`src/rtl/uarch_rst_sequencer.sv`:
```
// uarch_rst_sequencer: walks a microarchitectural reset across NUM_DOMAINS
// stateful units. It flushes each domain in turn, waits for the memory side
// to drain, and then holds every domain reset for RST_CYCLES.
//
// Optional feature: define UARCH_RST_TIMEOUT_EN to bound each flush wait to
// TIMEOUT_CYCLES. When a domain misses that bound, the sequencer advances
// anyway and raises the sticky timeout_o. Without the macro, a flush waits
// indefinitely and timeout_o is tied low.
//
// Flush handshake: flush_req_o[idx] is a level and stays high until the
// sequencer samples flush_ack_i[idx]=1 on a rising clk_i edge. The next cycle
// moves the request to idx+1, or drops it after the last domain. Ack bits for
// other domains are never sampled.
//
// The state is visible on the internal state_q (state_e). Every output is a
// flop computed from the next-state decode, so no input reaches an output
// combinationally.
module uarch_rst_sequencer #(
  parameter int NUM_DOMAINS    = 4,
  parameter int DRAIN_CYCLES   = 16,
  parameter int RST_CYCLES     = 16,
  parameter int TIMEOUT_CYCLES = 1024
) (
  input  logic                   clk_i,
  input  logic                   rst_ni,
  input  logic                   start_i,
  output logic [NUM_DOMAINS-1:0] flush_req_o,
  input  logic [NUM_DOMAINS-1:0] flush_ack_i,
  input  logic [NUM_DOMAINS-1:0] idle_i,
  output logic [NUM_DOMAINS-1:0] rst_domain_no,
  output logic                   stall_o,
  output logic                   busy_o,
  output logic                   done_o,
  output logic                   timeout_o
);

  localparam int CNT_MAX_DR = (DRAIN_CYCLES > RST_CYCLES) ? DRAIN_CYCLES : RST_CYCLES;
  localparam int CNT_MAX    = (CNT_MAX_DR > TIMEOUT_CYCLES) ? CNT_MAX_DR : TIMEOUT_CYCLES;
  localparam int CNT_W      = $clog2(CNT_MAX + 1);
  localparam int IDX_W      = $clog2(NUM_DOMAINS);

  localparam logic [IDX_W-1:0] LAST_IDX   = IDX_W'(NUM_DOMAINS - 1);
  localparam logic [IDX_W-1:0] IDX_ONE    = IDX_W'(1);
  localparam logic [CNT_W-1:0] CNT_ONE    = CNT_W'(1);
  localparam logic [CNT_W-1:0] DRAIN_LAST = CNT_W'(DRAIN_CYCLES - 1);
  localparam logic [CNT_W-1:0] RST_LAST   = CNT_W'(RST_CYCLES - 1);
`ifdef UARCH_RST_TIMEOUT_EN
  localparam logic [CNT_W-1:0] TIMEOUT_LAST = CNT_W'(TIMEOUT_CYCLES - 1);
`endif

  typedef enum logic [1:0] {
    ST_IDLE  = 2'd0,
    ST_FLUSH = 2'd1,
    ST_DRAIN = 2'd2,
    ST_RESET = 2'd3
  } state_e;

  state_e                 state_q, state_d;
  logic [IDX_W-1:0]       idx_q, idx_d;
  logic [CNT_W-1:0]       cnt_q, cnt_d;
  logic [NUM_DOMAINS-1:0] flush_req_q, flush_req_d;
  logic [NUM_DOMAINS-1:0] rst_dom_n_q, rst_dom_n_d;
  logic                   busy_q, busy_d;
  logic                   done_q, done_d;
  logic                   step;
`ifdef UARCH_RST_TIMEOUT_EN
  logic                   timeout_q, timeout_d;
`endif

  // Next-state, counter and registered-output decode for the sequencer.
  always_comb begin
    state_d = state_q;
    idx_d   = idx_q;
    cnt_d   = cnt_q;
    done_d  = 1'b0;
    step    = 1'b0;
`ifdef UARCH_RST_TIMEOUT_EN
    timeout_d = timeout_q;
`endif
    case (state_q)
      ST_IDLE: begin
        if (start_i) begin
          state_d = ST_FLUSH;
          idx_d   = '0;
          cnt_d   = '0;
`ifdef UARCH_RST_TIMEOUT_EN
          timeout_d = 1'b0;
`endif
        end
      end
      ST_FLUSH: begin
        step = flush_ack_i[idx_q];
`ifdef UARCH_RST_TIMEOUT_EN
        // A real ack wins over an expiring timer, leaving timeout_o alone.
        if (!flush_ack_i[idx_q]) begin
          if (cnt_q == TIMEOUT_LAST) begin
            step      = 1'b1;
            timeout_d = 1'b1;
          end else begin
            cnt_d = cnt_q + CNT_ONE;
          end
        end
`endif
        if (step) begin
          cnt_d = '0;
          if (idx_q == LAST_IDX) begin
            state_d = ST_DRAIN;
          end else begin
            idx_d = idx_q + IDX_ONE;
          end
        end
      end
      ST_DRAIN: begin
        // Any non-idle domain restarts the consecutive-idle count.
        if (&idle_i) begin
          if (cnt_q == DRAIN_LAST) begin
            state_d = ST_RESET;
            cnt_d   = '0;
          end else begin
            cnt_d = cnt_q + CNT_ONE;
          end
        end else begin
          cnt_d = '0;
        end
      end
      ST_RESET: begin
        if (cnt_q == RST_LAST) begin
          state_d = ST_IDLE;
          cnt_d   = '0;
          done_d  = 1'b1;
        end else begin
          cnt_d = cnt_q + CNT_ONE;
        end
      end
      default: begin
        state_d = ST_IDLE;
        idx_d   = '0;
        cnt_d   = '0;
      end
    endcase

    flush_req_d = '0;
    if (state_d == ST_FLUSH) begin
      flush_req_d[idx_d] = 1'b1;
    end
    rst_dom_n_d = (state_d == ST_RESET) ? '0 : '1;
    busy_d      = (state_d != ST_IDLE);
  end

  // State, counters and output registers; the async reset forces outputs to the idle values.
  always_ff @(posedge clk_i or negedge rst_ni) begin
    if (!rst_ni) begin
      state_q     <= ST_IDLE;
      idx_q       <= '0;
      cnt_q       <= '0;
      flush_req_q <= '0;
      rst_dom_n_q <= '1;
      busy_q      <= 1'b0;
      done_q      <= 1'b0;
`ifdef UARCH_RST_TIMEOUT_EN
      timeout_q   <= 1'b0;
`endif
    end else begin
      state_q     <= state_d;
      idx_q       <= idx_d;
      cnt_q       <= cnt_d;
      flush_req_q <= flush_req_d;
      rst_dom_n_q <= rst_dom_n_d;
      busy_q      <= busy_d;
      done_q      <= done_d;
`ifdef UARCH_RST_TIMEOUT_EN
      timeout_q   <= timeout_d;
`endif
    end
  end

  assign flush_req_o   = flush_req_q;
  assign rst_domain_no = rst_dom_n_q;
  assign busy_o        = busy_q;
  assign stall_o       = busy_q;
  assign done_o        = done_q;
`ifdef UARCH_RST_TIMEOUT_EN
  assign timeout_o     = timeout_q;
`else
  assign timeout_o     = 1'b0;
`endif

endmodule

```
`config.mk`:
```
export PLATFORM = sky130hd
export DESIGN_NAME = uarch_rst_sequencer
export DESIGN_NICKNAME = d
export VERILOG_FILES = /design/src/rtl/uarch_rst_sequencer.sv
export SDC_FILE = /design/constraint.sdc
export NUM_CORES = 1
export LEC_CHECK = 0
export ABC_CLOCK_PERIOD_IN_PS = 1500
export CAP_MARGIN = 20
export CORE_ASPECT_RATIO = 1.5
export CORE_MARGIN = 2
export CORE_UTILIZATION = 45
export DETAILED_ROUTE_END_ITERATION = 16
export HOLD_SLACK_MARGIN = 0.05
export PLACE_DENSITY = 0.81
export SLEW_MARGIN = 20
export SYNTH_ARGS = -nofsm -noshare
export SYNTH_HDL_FRONTEND = slang
export SYNTH_SLANG_ARGS = --single-unit
```
`constraint.sdc`:
```
create_clock -name clk_i -period 1.5 [get_ports clk_i]
set_input_delay 0.3 -clock clk_i [delete_from_list [all_inputs] [get_ports clk_i]]
set_output_delay 0.3 -clock clk_i [all_outputs]
set_load 0.005 [all_outputs]
```
After elaboration in Yosys (flattened, before gate mapping)
Index checks and enable logic that the tools add are counted.
Widths: inputs -> output; s select.
{"block": "word_totals", "register_bits": 25, "latchBits": 0, "ramBits": 0, "mem_bits_ro": 0, "input_bits": 11, "out_inout_bits": 12, "n_memories": 0}
{"block": "op_classes", "add_sub_neg": 2, "multipliers": 0, "div": 0, "n_lt_le_gt_ge": 3, "n_eq_ne": 9, "n_shift": 0, "muxes": 24, "bitwise_logic": 0, "reduce_logical": 5}
{"operator": "$mux 11", "count": 4}
{"operator": "$pmux 11 s4", "count": 1}
{"operator": "$mux 2", "count": 9}
{"operator": "$add 11x1->11 const B", "count": 1}
{"operator": "$eq 11x4->1 const B", "count": 1}
{"operator": "$eq 2x2->1 const B", "count": 4}
{"operator": "$mux 4", "count": 2}
{"operator": "$pmux 2 s4", "count": 1}
{"operator": "$lt 2x3->1 const B", "count": 2}
{"operator": "$eq 2x1->1 const B", "count": 2}
{"operator": "$mux 1", "count": 4}
{"operator": "$ne 2x2->1 const B", "count": 2}
{"operator": "$pmux 2 s2", "count": 1}
{"operator": "$reduce_and 4->1", "count": 1}
{"operator": "$add 2x1->2 const B", "count": 1}
{"operator": "$bmux 1 s2", "count": 1}
{"operator": "$demux 1 s2", "count": 1}
{"operator": "$ge 2x1->1 const B", "count": 1}
{"operator": "$logic_not 2->1", "count": 1}
{"operator": "$reduce_and 2->1", "count": 1}
{"operator": "$reduce_bool 2->1", "count": 1}
{"operator": "$logic_and 1x1->1", "count": 1}

Depth between registers and ports, before layout
Gate-level depths: netlist of run 1.
{"block": "logic_depth", "depth_word": 9, "ltp_mapped": 5, "depth_no_buf": 5}

Worst setup path before layout of run 1
OpenSTA, ideal clock, no wires.
{"block": "synth_timing", "path_type": "flip-flop to flip-flop", "startpoint": "register cnt_q[0]", "endpoint": "register cnt_q[7]", "arrival_time_ns": 1.544, "required_ns": 1.418, "path_slack_ns": -0.126, "stages_incl_launch_ff": 6, "path_cell_list": "dfrtp_1 ha_1 and3_1 nand3_2 or3b_2 a31oi_1"}
{"block": "synth_between", "elab_chain_len": 4, "word_cells_on_any_way": 5}
{"element": "start: declaration", "line_no": "60", "text": "logic [CNT_W-1:0] cnt_q, cnt_d;"}
{"element": "start signal: assignment", "line_no": "166", "text": "cnt_q <= cnt_d;"}
{"element": "$add 11x1->11 or $eq 11x4->1 (tied branches)"}
{"element": "$mux 11 (*)", "line_no": "116, 127"}
{"element": "$mux 11", "line_no": "115", "text": "if (&idle_i) begin"}
{"element": "$pmux 11 s4 (*)", "line_no": "80", "text": "case (state_q)"}
Mark *: on every way between the ends. The rest lies on a longest branch, timed or not.
A chain may end at the register's enable or synchronous reset.

Worst setup path in the final report of run 1
{"block": "layout_timing", "startpoint": "register idx_q[0]", "endpoint": "register cnt_q[4]"}
{"block": "layout_between", "elab_chain_len": 4}
{"element": "start: declaration", "line_no": "59", "text": "logic [IDX_W-1:0] idx_q, idx_d;"}
{"element": "start signal: assignment", "line_no": "165", "text": "idx_q <= idx_d;"}
{"element": "$bmux 1 s2", "line_no": "92", "text": "step = flush_ack_i[idx_q];"}
{"element": "$mux 1 (not written as such)", "line_no": "92"}
{"element": "$ne 2x2->1 (no source line)"}
{"element": "$reduce_and 2->1 (no source line)"}
No other way between the ends. The select of a mux whose other input is x is not followed.

==> parameters.txt, run 1 <==
Parameter                              Value

Yosys
  Async S/R FF share, synth ... 1.000
  Library cell occupying the most area in the post-synthesis netlist ... sky130_fd_sc_hd__dfrtp_1
  Seq cells post-synth ... 22
  Main combinational cell family by area after synthesis ... simple AND/OR/NAND/NOR gates
  Synthesized-area fraction occupied by and/or/nand/nor cells ... 0.2072
  Sequential cell area fraction in the yosys report ... 0.4687
  Post-synth top flop ... sky130_fd_sc_hd__dfrtp_1
  Share of synthesized cell area in full adder, half adder and majority cells ... 0.01063
  Synthesized netlist net count ... 130
  Xor and xnor fraction of the mapped netlist area ... 0.01488
  Post-Synthesis Cells ... roughly 120
  Share of synthesized area spent on multiplexers ... 0.03826
  Synth top area share ... 0.4463
  Yosys warning total ... 0
  Top area cells in the synthesized netlist ... sky130_fd_sc_hd__dfrtp_1 (45%), sky130_fd_sc_hd__a31oi_1 (3.2%), sky130_fd_sc_hd__buf_4 (3.2%)
  Post-synth cell types ... 40
  Synth Area in Compound Gates ... 0.1998
  Per-instance average area after synthesis ... 9.978 um^2
  Cell area after synthesis ... around 1200 um^2
  Number of synthesized flops with an enable pin ... 0

Setup path
  Reg-to-reg endpoint ... cnt_q[4]
  Delay of the slowest critical-path stage ... around 0.58 ns
  Chain of cells forming the critical path ... mux4_2 > a211o_4 > o21ai_2 > a22o_1
  Maximum fanout encountered on the critical timing path ... 5
  Reg-to-reg slack, setup ... -0.12 ns
  Worst-case reg-to-reg path depth ... 4
  R2r startpoint ... idx_q[0]
  Buffers & Inverters on Critical Path ... 0
  Worst Setup SP ... idx_q[0]
  Arrival @ worst endpoint ... 1.88 ns
  WS Path Type ... flip-flop to flip-flop
  End point of the critical path ... cnt_q[4]
  Sort of element at the start of the critical path ... flip-flop
  Cell depth of the worst setup path ... 4
  Cell class contributing the biggest share of worst-path delay ... compound AO/OA/AOI/OAI gates
  Data required, critical path ... about 1.8 ns
  Slowest cell on the critical path ... sky130_fd_sc_hd__mux4_2
  Crit path capture type ... flip-flop

CTS
  Source-to-sink clock delay at the later pin of the worst-skew pair ... approximately 0.32 ns
  Clock tree sinks ... 22
  Maximum clock path buffer count ... 2
  Total clock buffers created by CTS ... 3
  Clk Tree Root Cell ... sky130_fd_sc_hd__clkbuf_4
  Maximum level of the CTS H-tree ... 1
  TritonCTS clock tree ... done
  Clock-pin transition on the worst setup and hold timing paths ... between 0.1 and 0.15 ns

Global routing
  Grt ovf ... 0
  Pin count of the biggest net entering global routing ... 23
  First-pass GRT wire length ... ~5100 um
  Via count of the first global-routing pass ... approximately 1200
  GRT Total Usage ... 0.2341
  Antenna violations before repair ... 0

Status
  Failing checks ... setup timing
  Outcome ... finished with violations

Route
  Starting DRT DRC Count ... 28
  WL final ... about 3300 um
  Routed via count divided by cell count ... roughly 6
  Total DRC errors in the routed layout ... 0
  Vias after detailed routing ... 1194
  First-pass DRT Iterations ... 4
  Antenna Nets Post-Route ... 0
  Average routed wire per standard cell ... approximately 17 um

STA
  Maximum achievable frequency ... between 0.6 and 0.7 GHz
  Period Utilization, post-route ... 1.083
  Final count of hold timing violations ... 0
  Final worst setup slack ... -0.1242 ns
  Max Slew Vio Count ... 0
  Unrepaired setup endpoints after global routing ... yes
  Number of endpoints failing setup at the final stage ... 15
  Worst clock skew ... between 0.009 and 0.01 ns
  Min Clock Period, post-route ... between 1.5 and 2 ns

Finish
  N_diodes ... 0
  Synth-to-layout area growth ... 49.73%
  Layout fillers ... 181
  Layout Nets ... about 180
  Fraction of layout instances using a drive strength above 1 ... 0.3824

Die
  Core box area ... approximately 2500 um^2
  Full die area ... between 3000 and 4000 um^2
  Die Span Y ... ~67 um
  Top-level port count ... 23
  Die Width ... about 46 um
  Placement row count ... 22
  Effective utilization at floorplan ... 0.4753

Power and ir drop
  Power density over cell area ... roughly 670 nW/um^2
  Maximum resistive drop on vdd ... 0.4120 mV
  Total leakage power ... approximately 0.8 nW
  Pwr Total ... approximately 1.2 mW

Place
  HPWL reported at the end of detailed placement ... around 2200 um
  Worst Setup Slack post-DPL ... -0.4835 ns
  Count of port buffers added during placement ... 21
  RePlAce Congestion ... 0.9411

Job
  Number of max-cap violations ... 0

Hold path
  Hold Crit Class ... primary input to asynchronous set/reset pin
==> report_power, final <==
| part | switching [mW] | internal [mW] | leakage (nW) |
|---|---|---|---|
| clock | 0.187 | 0.104 | 0.0150 |
| combinational | 0.127 | 0.135 | 0.506 |
| sequential | 0.0151 | 0.615 | 0.279 |
==> stage by stage <==
stage | area [um^2] | util | hold slack [ns] | TNS (ns) | instances
floorplan | 1197 | - | 0.004409 | -0.3788 | 118
global placement | 1588 | 0.6409 | 0.4167 | -6.081 | 182
detailed placement | 1588 | 0.6409 | 0.4229 | -6.661 | 182
CTS | 1649 | 0.6657 | 0.3351 | -1.308 | 187
global route | 1763 | 0.7116 | 0.3537 | -2.379 | 194
finish | 1763 | 0.7116 | 0.3142 | -1.497 | 194
==> layout by cell type (no fill, tap or decap), types with 4 or more instances in the layout <==
cell and n:
sky130_fd_sc_hd__buf_4 34, sky130_fd_sc_hd__a31oi_1 5, sky130_fd_sc_hd__dfrtp_1 21, sky130_fd_sc_hd__clkdlybuf4s50_1 13
sky130_fd_sc_hd__nand2_1 10, sky130_fd_sc_hd__nor2_1 5, sky130_fd_sc_hd__nor3_2 4, sky130_fd_sc_hd__inv_1 4
sky130_fd_sc_hd__nand3_1 4, sky130_fd_sc_hd__a22o_1 4, sky130_fd_sc_hd__o21ai_0 4
==> cell families (layout without fill, tap and decap cells) <==
kind of cell,after synthesis,count (layout)
buffers and inverters,12,64
AO/OA/AOI/OAI,31,31
multiplexers,3,3
XOR/XNOR,2,2
flip-flops,22,22
AND/OR/NAND/NOR,46,46
adder cells (fa/ha/maj),1,1
other,1,1
==> state kept, by name, summed over array words and instances, names as in the netlist <==
signal / count
flush_req_o: 4
busy_o: 1
cnt_q: 11
idx_q: 2
state_q: 2
rst_domain_no: 1
done_o: 1
==> worst min-delay path by stage <==
stage	startpoint	end	slack, ns	depth (start not counted)
finish	rst_ni	flush_req_o[1]	0.31	2
global route	rst_ni	idx_q[1]	0.35	2
CTS	rst_ni	flush_req_o[1]	0.34	2
detailed placement	state_q[1]	rst_domain_no[2]	0.42	1
global placement	state_q[1]	rst_domain_no[2]	0.42	1
floorplan	rst_ni	busy_o	0.004	0
==> per-layer routing <==
layer	GRT usage	up-vias	share of wire
met5	0	-	0
met4	0.1214	0	0.025
met3	0.03794	8	0.044
met2	0.4331	46	0.57
met1	0.2366	607	0.36
li1	-	533	-
==> cell usage after synthesis, drive strengths merged, types with 2 or more instances <==
cell / n
and4: 2
nor4: 2
nor3: 7
o21a: 2
o21ai: 8
a31oi: 6
a22o: 4
nor2: 7
o211ai: 2
dfrtp: 21
inv: 4
nand3: 6
nand2b: 3
xor2: 2
nand4: 2
a21oi: 3
buf: 8
mux2: 2
nand2: 10
and2: 2
==> repair_timing <==
action / in CTS / in global routing
hold buffers: 0 / 0
pin swaps: 5 / 12
resized for setup: 10 / 18
buffers inserted: 1 / 7
cloned: 0 / 0
endpoints found under the setup margin: 21 / 26
==> layout make-up <==
class / count / area, um^2 / area share
Clock buffer: 4 / 26.28 / 0.01490
Timing Repair Buffer: 56 / 481.7 / 0.2732
Multi-Input combinational cell: 84 / 658.1 / 0.3733
Inverter: 4 / 15.01 / 0.008517
Tap cell: 24 / 30.03 / 0.01703
Sequential cell: 22 / 551.8 / 0.3130
(Power assumes the default switching activity.)
==> run 2, diff against run 1 <==
--- a/config.mk
+++ b/config.mk
@@ -5,14 +5,15 @@
 export SDC_FILE = /design/constraint.sdc
 export NUM_CORES = 1
 export LEC_CHECK = 0
-export ABC_CLOCK_PERIOD_IN_PS = 1500
+export ABC_CLOCK_PERIOD_IN_PS = 2000
 export CAP_MARGIN = 20
 export CORE_ASPECT_RATIO = 1.5
 export CORE_MARGIN = 2
-export CORE_UTILIZATION = 45
+export CORE_UTILIZATION = 54
 export DETAILED_ROUTE_END_ITERATION = 16
 export HOLD_SLACK_MARGIN = 0.05
-export PLACE_DENSITY = 0.81
+export PLACE_DENSITY = 0.9
+export SKIP_LAST_GASP = 1
 export SLEW_MARGIN = 20
 export SYNTH_ARGS = -nofsm -noshare
 export SYNTH_HDL_FRONTEND = slang
==> constraint.sdc (replaced) <==
create_clock -name clk_i -period 2 [get_ports clk_i]
set_input_delay 0.4 -clock clk_i [delete_from_list [all_inputs] [get_ports clk_i]]
set_output_delay 0.4 -clock clk_i [all_outputs]
set_load 0.005 [all_outputs]
==> parameters.txt, run 2 (synthesis gave the netlist of run 1 again) <==
Parameter                              Value

CTS
  Clock tree sinks ... 22 (unchanged)
  Hold buffer count at CTS ... 0 (unchanged)
  Clock-pin transition on the worst setup and hold timing paths ... 0.13 ns (about the same)
  Clk Tree Root Cell ... sky130_fd_sc_hd__clkbuf_4 (unchanged)
  # resized after CTS ... 0 (was 10)
  Source-to-sink clock delay at the later pin of the worst-skew pair ... 0.32 ns (about the same)
  Total clock buffers created by CTS ... 3 (unchanged)
  Maximum clock path buffer count ... 2 (unchanged)
  Maximum level of the CTS H-tree ... 1 (unchanged)
  TritonCTS clock tree ... done (unchanged)
  # Post-CTS Setup Buffers ... 0 (was 1)

Global routing
  GRT Total Usage ... 0.2302 (was 0.2341)
  Antenna violations before repair ... 0 (unchanged)
  First-pass GRT wire length ... 4478 um (was 5147 um)
  Pin count of the biggest net entering global routing ... 23 (unchanged)
  Via count of the first global-routing pass ... 1074 (was 1212)
  Grt ovf ... 0 (unchanged)

Setup path
  Worst-case reg-to-reg path depth ... 5 (was 4)
  Sort of element at the start of the critical path ... flip-flop (unchanged)
  Maximum fanout encountered on the critical timing path ... 8 (was 5)
  Data required, critical path ... 2.23 ns (was 1.76 ns)
  WS Path Type ... flip-flop to flip-flop (unchanged)
  Arrival @ worst endpoint ... 2.10 ns (was 1.88 ns)
  Crit path capture type ... flip-flop (unchanged)

Die
  Top-level port count ... 23 (unchanged)
  Placement row count ... 20 (was 22)
  Full die area ... 2578 um^2 (was 3050 um^2)
  Core box area ... 2052 um^2 (was 2477 um^2)
  Effective utilization at floorplan ... 0.5738 (was 0.4753)
  Die Span Y ... 61.19 um (was 66.65 um)
  Die Width ... 42.13 um (was 45.77 um)

Route
  Vias after detailed routing ... 1032 (was 1194)
  Starting DRT DRC Count ... 27 (was 28)
  Antenna Nets Post-Route ... 0 (unchanged)
  Total DRC errors in the routed layout ... 0 (unchanged)
  First-pass DRT Iterations ... 4 (unchanged)
  Average routed wire per standard cell ... 16.59 um (was 17.16 um)
  Routed via count divided by cell count ... 6.370 (was 6.155)
  WL final ... 2687 um (was 3330 um)

Power and ir drop
  Pwr Total ... 0.8422 mW (was 1.183 mW)
  Power Internal ... 0.6098 mW (was 0.8538 mW)
  Maximum resistive drop on vdd ... 0.3233 mV (was 0.4120 mV)
  Power density over cell area ... 590.4 nW/um^2 (was 671.2 nW/um^2)
  Proportion of power drawn by flip-flops and latches ... 0.578 (was 0.532)
  Relative contribution of the clock network to total power ... 0.263 (was 0.246)
  Total leakage power ... 0.6131 nW (was 0.7995 nW)
  Fraction of power spent switching nets ... 0.2760 (was 0.2785)
  Switching Power ... 0.2324 mW (was 0.3295 mW)
  Part of the power in combinational logic ... 0.159 (was 0.222)

Place
  HPWL reported at the end of detailed placement ... 1964 um (was 2206 um)
  # placed instances ... 158 (was 182)
  RePlAce Congestion ... 0.9168 (was 0.9411)
  Count of port buffers added during placement ... 21 (unchanged)

Finish
  Layout Nets ... 153 (was 183)
  N_diodes ... 0 (unchanged)
  Register bank with the most flops ... cnt_q (unchanged)
  Most frequent cells in the layout ... sky130_fd_sc_hd__dfrtp_1 (21), sky130_fd_sc_hd__clkdlybuf4s50_1 (21), sky130_fd_sc_hd__nand2_1 (10), sky130_fd_sc_hd__nor3_1 (7), sky130_fd_sc_hd__nor2_1 (7) (was sky130_fd_sc_hd__buf_4 (34), sky130_fd_sc_hd__dfrtp_1 (21), sky130_fd_sc_hd__clkdlybuf4s50_1 (13), sky130_fd_sc_hd__nand2_1 (10))
  Non-filler cells in the finished layout ... 162 (was 194)
  Max FFs per register ... 11 (unchanged)
  Fraction of layout instances using a drive strength above 1 ... 0.1357 (was 0.3824)
  Synth-to-layout area growth ... 21.15% (was 49.73%)

Status
  Outcome ... finished, final reports clean (was finished with violations)

STA
  Final count of hold timing violations ... 0 (unchanged)
  Number of endpoints failing setup at the final stage ... 0 (was 15)
  Maximum achievable frequency ... 0.5338 GHz (was 0.6157 GHz)
  Period Utilization, post-route ... 0.9367 (was 1.083)
  Min Clock Period, post-route ... 1.873 ns (was 1.624 ns)
  Worst clock skew ... 0.01052 ns (was 0.009816 ns)
  Unrepaired setup endpoints after global routing ... no (was yes)
  Max Slew Vio Count ... 0 (unchanged)

Hold path
  Hold Crit Class ... primary input to asynchronous set/reset pin (unchanged)

Job
  Number of max-cap violations ... 0 (unchanged)
==> run 2: critical path, cell delays in order, from the launching register on <==
cell                      delay (ns)
sky130_fd_sc_hd__dfrtp_1        0.45
sky130_fd_sc_hd__ha_1           0.26
sky130_fd_sc_hd__and3_1         0.30
sky130_fd_sc_hd__nand3_2        0.20
sky130_fd_sc_hd__and2_1         0.28
sky130_fd_sc_hd__mux2_2         0.28
==> run 2: cell type report <==
cell class / count / area (um^2)
fillers: 142 / 625.6
multi-input cells: 84 / 558.0
flip-flops and latches: 22 / 551.8
repair buffers: 26 / 247.7
well taps: 22 / 27.53
clock buffers: 4 / 26.28
inverters: 4 / 15.01
==> run 2: path summary, 6_finish.rpt <==
check / startpoint / end / slack (ns)
min in group clk_i: cnt_q[6] / cnt_q[6] / 0.57
worst max-delay path: cnt_q[1] / cnt_q[0] / 0.13
worst max register to register: cnt_q[1] / cnt_q[0] / 0.13
max in group asynchronous: rst_ni / rst_domain_no[2] / 1.30
worst min-delay path: rst_ni / done_o / 0.41
worst min register to register: cnt_q[6] / cnt_q[6] / 0.57
==> run 2: per-layer routing <==
metal | GRT usage | routed length [um]
met2 | 0.4420 | 1450
met3 | 0.02639 | 140
met1 | 0.2524 | 1052
met4 | 0.1161 | 44
met5 | 0 | 0
==> run 2: power by group through the flow <==
stage | combinational [mW] | sequential, mW | clock [mW]
after floorplan | 0.0765 | 0.486 | 0
after global placement | 0.127 | 0.493 | 0
after detailed placement | 0.133 | 0.495 | 0
after CTS | 0.134 | 0.486 | 0.218
after global routing | 0.146 | 0.490 | 0.243
final | 0.134 | 0.487 | 0.221
==> run 2: stage by stage <==
step / setup TNS, ns / cell area [um^2] / util / setup WS (ns) / hold slack (ns)
after floorplan: 0 / 1177 / - / 0.3739 / 0.1044
after global placement: -0.03405 / 1400 / 0.6823 / -0.01166 / 0.5262
after detailed placement: -0.5125 / 1400 / 0.6823 / -0.07537 / 0.5378
after CTS: 0 / 1426 / 0.6951 / 0.1536 / 0.4306
after global routing: 0 / 1426 / 0.6951 / 0.01776 / 0.4279
final: 0 / 1426 / 0.6951 / 0.1266 / 0.4067
==> run 3, diff against run 2 <==
--- a/config.mk
+++ b/config.mk
@@ -11,7 +11,7 @@
 export CORE_MARGIN = 2
 export CORE_UTILIZATION = 54
 export DETAILED_ROUTE_END_ITERATION = 16
-export HOLD_SLACK_MARGIN = 0.05
+export HOLD_SLACK_MARGIN = 0.15
 export PLACE_DENSITY = 0.9
 export SKIP_LAST_GASP = 1
 export SLEW_MARGIN = 20
==> results of run 3 <==
Final layout, timing and power as in run 2 (identical DEF).
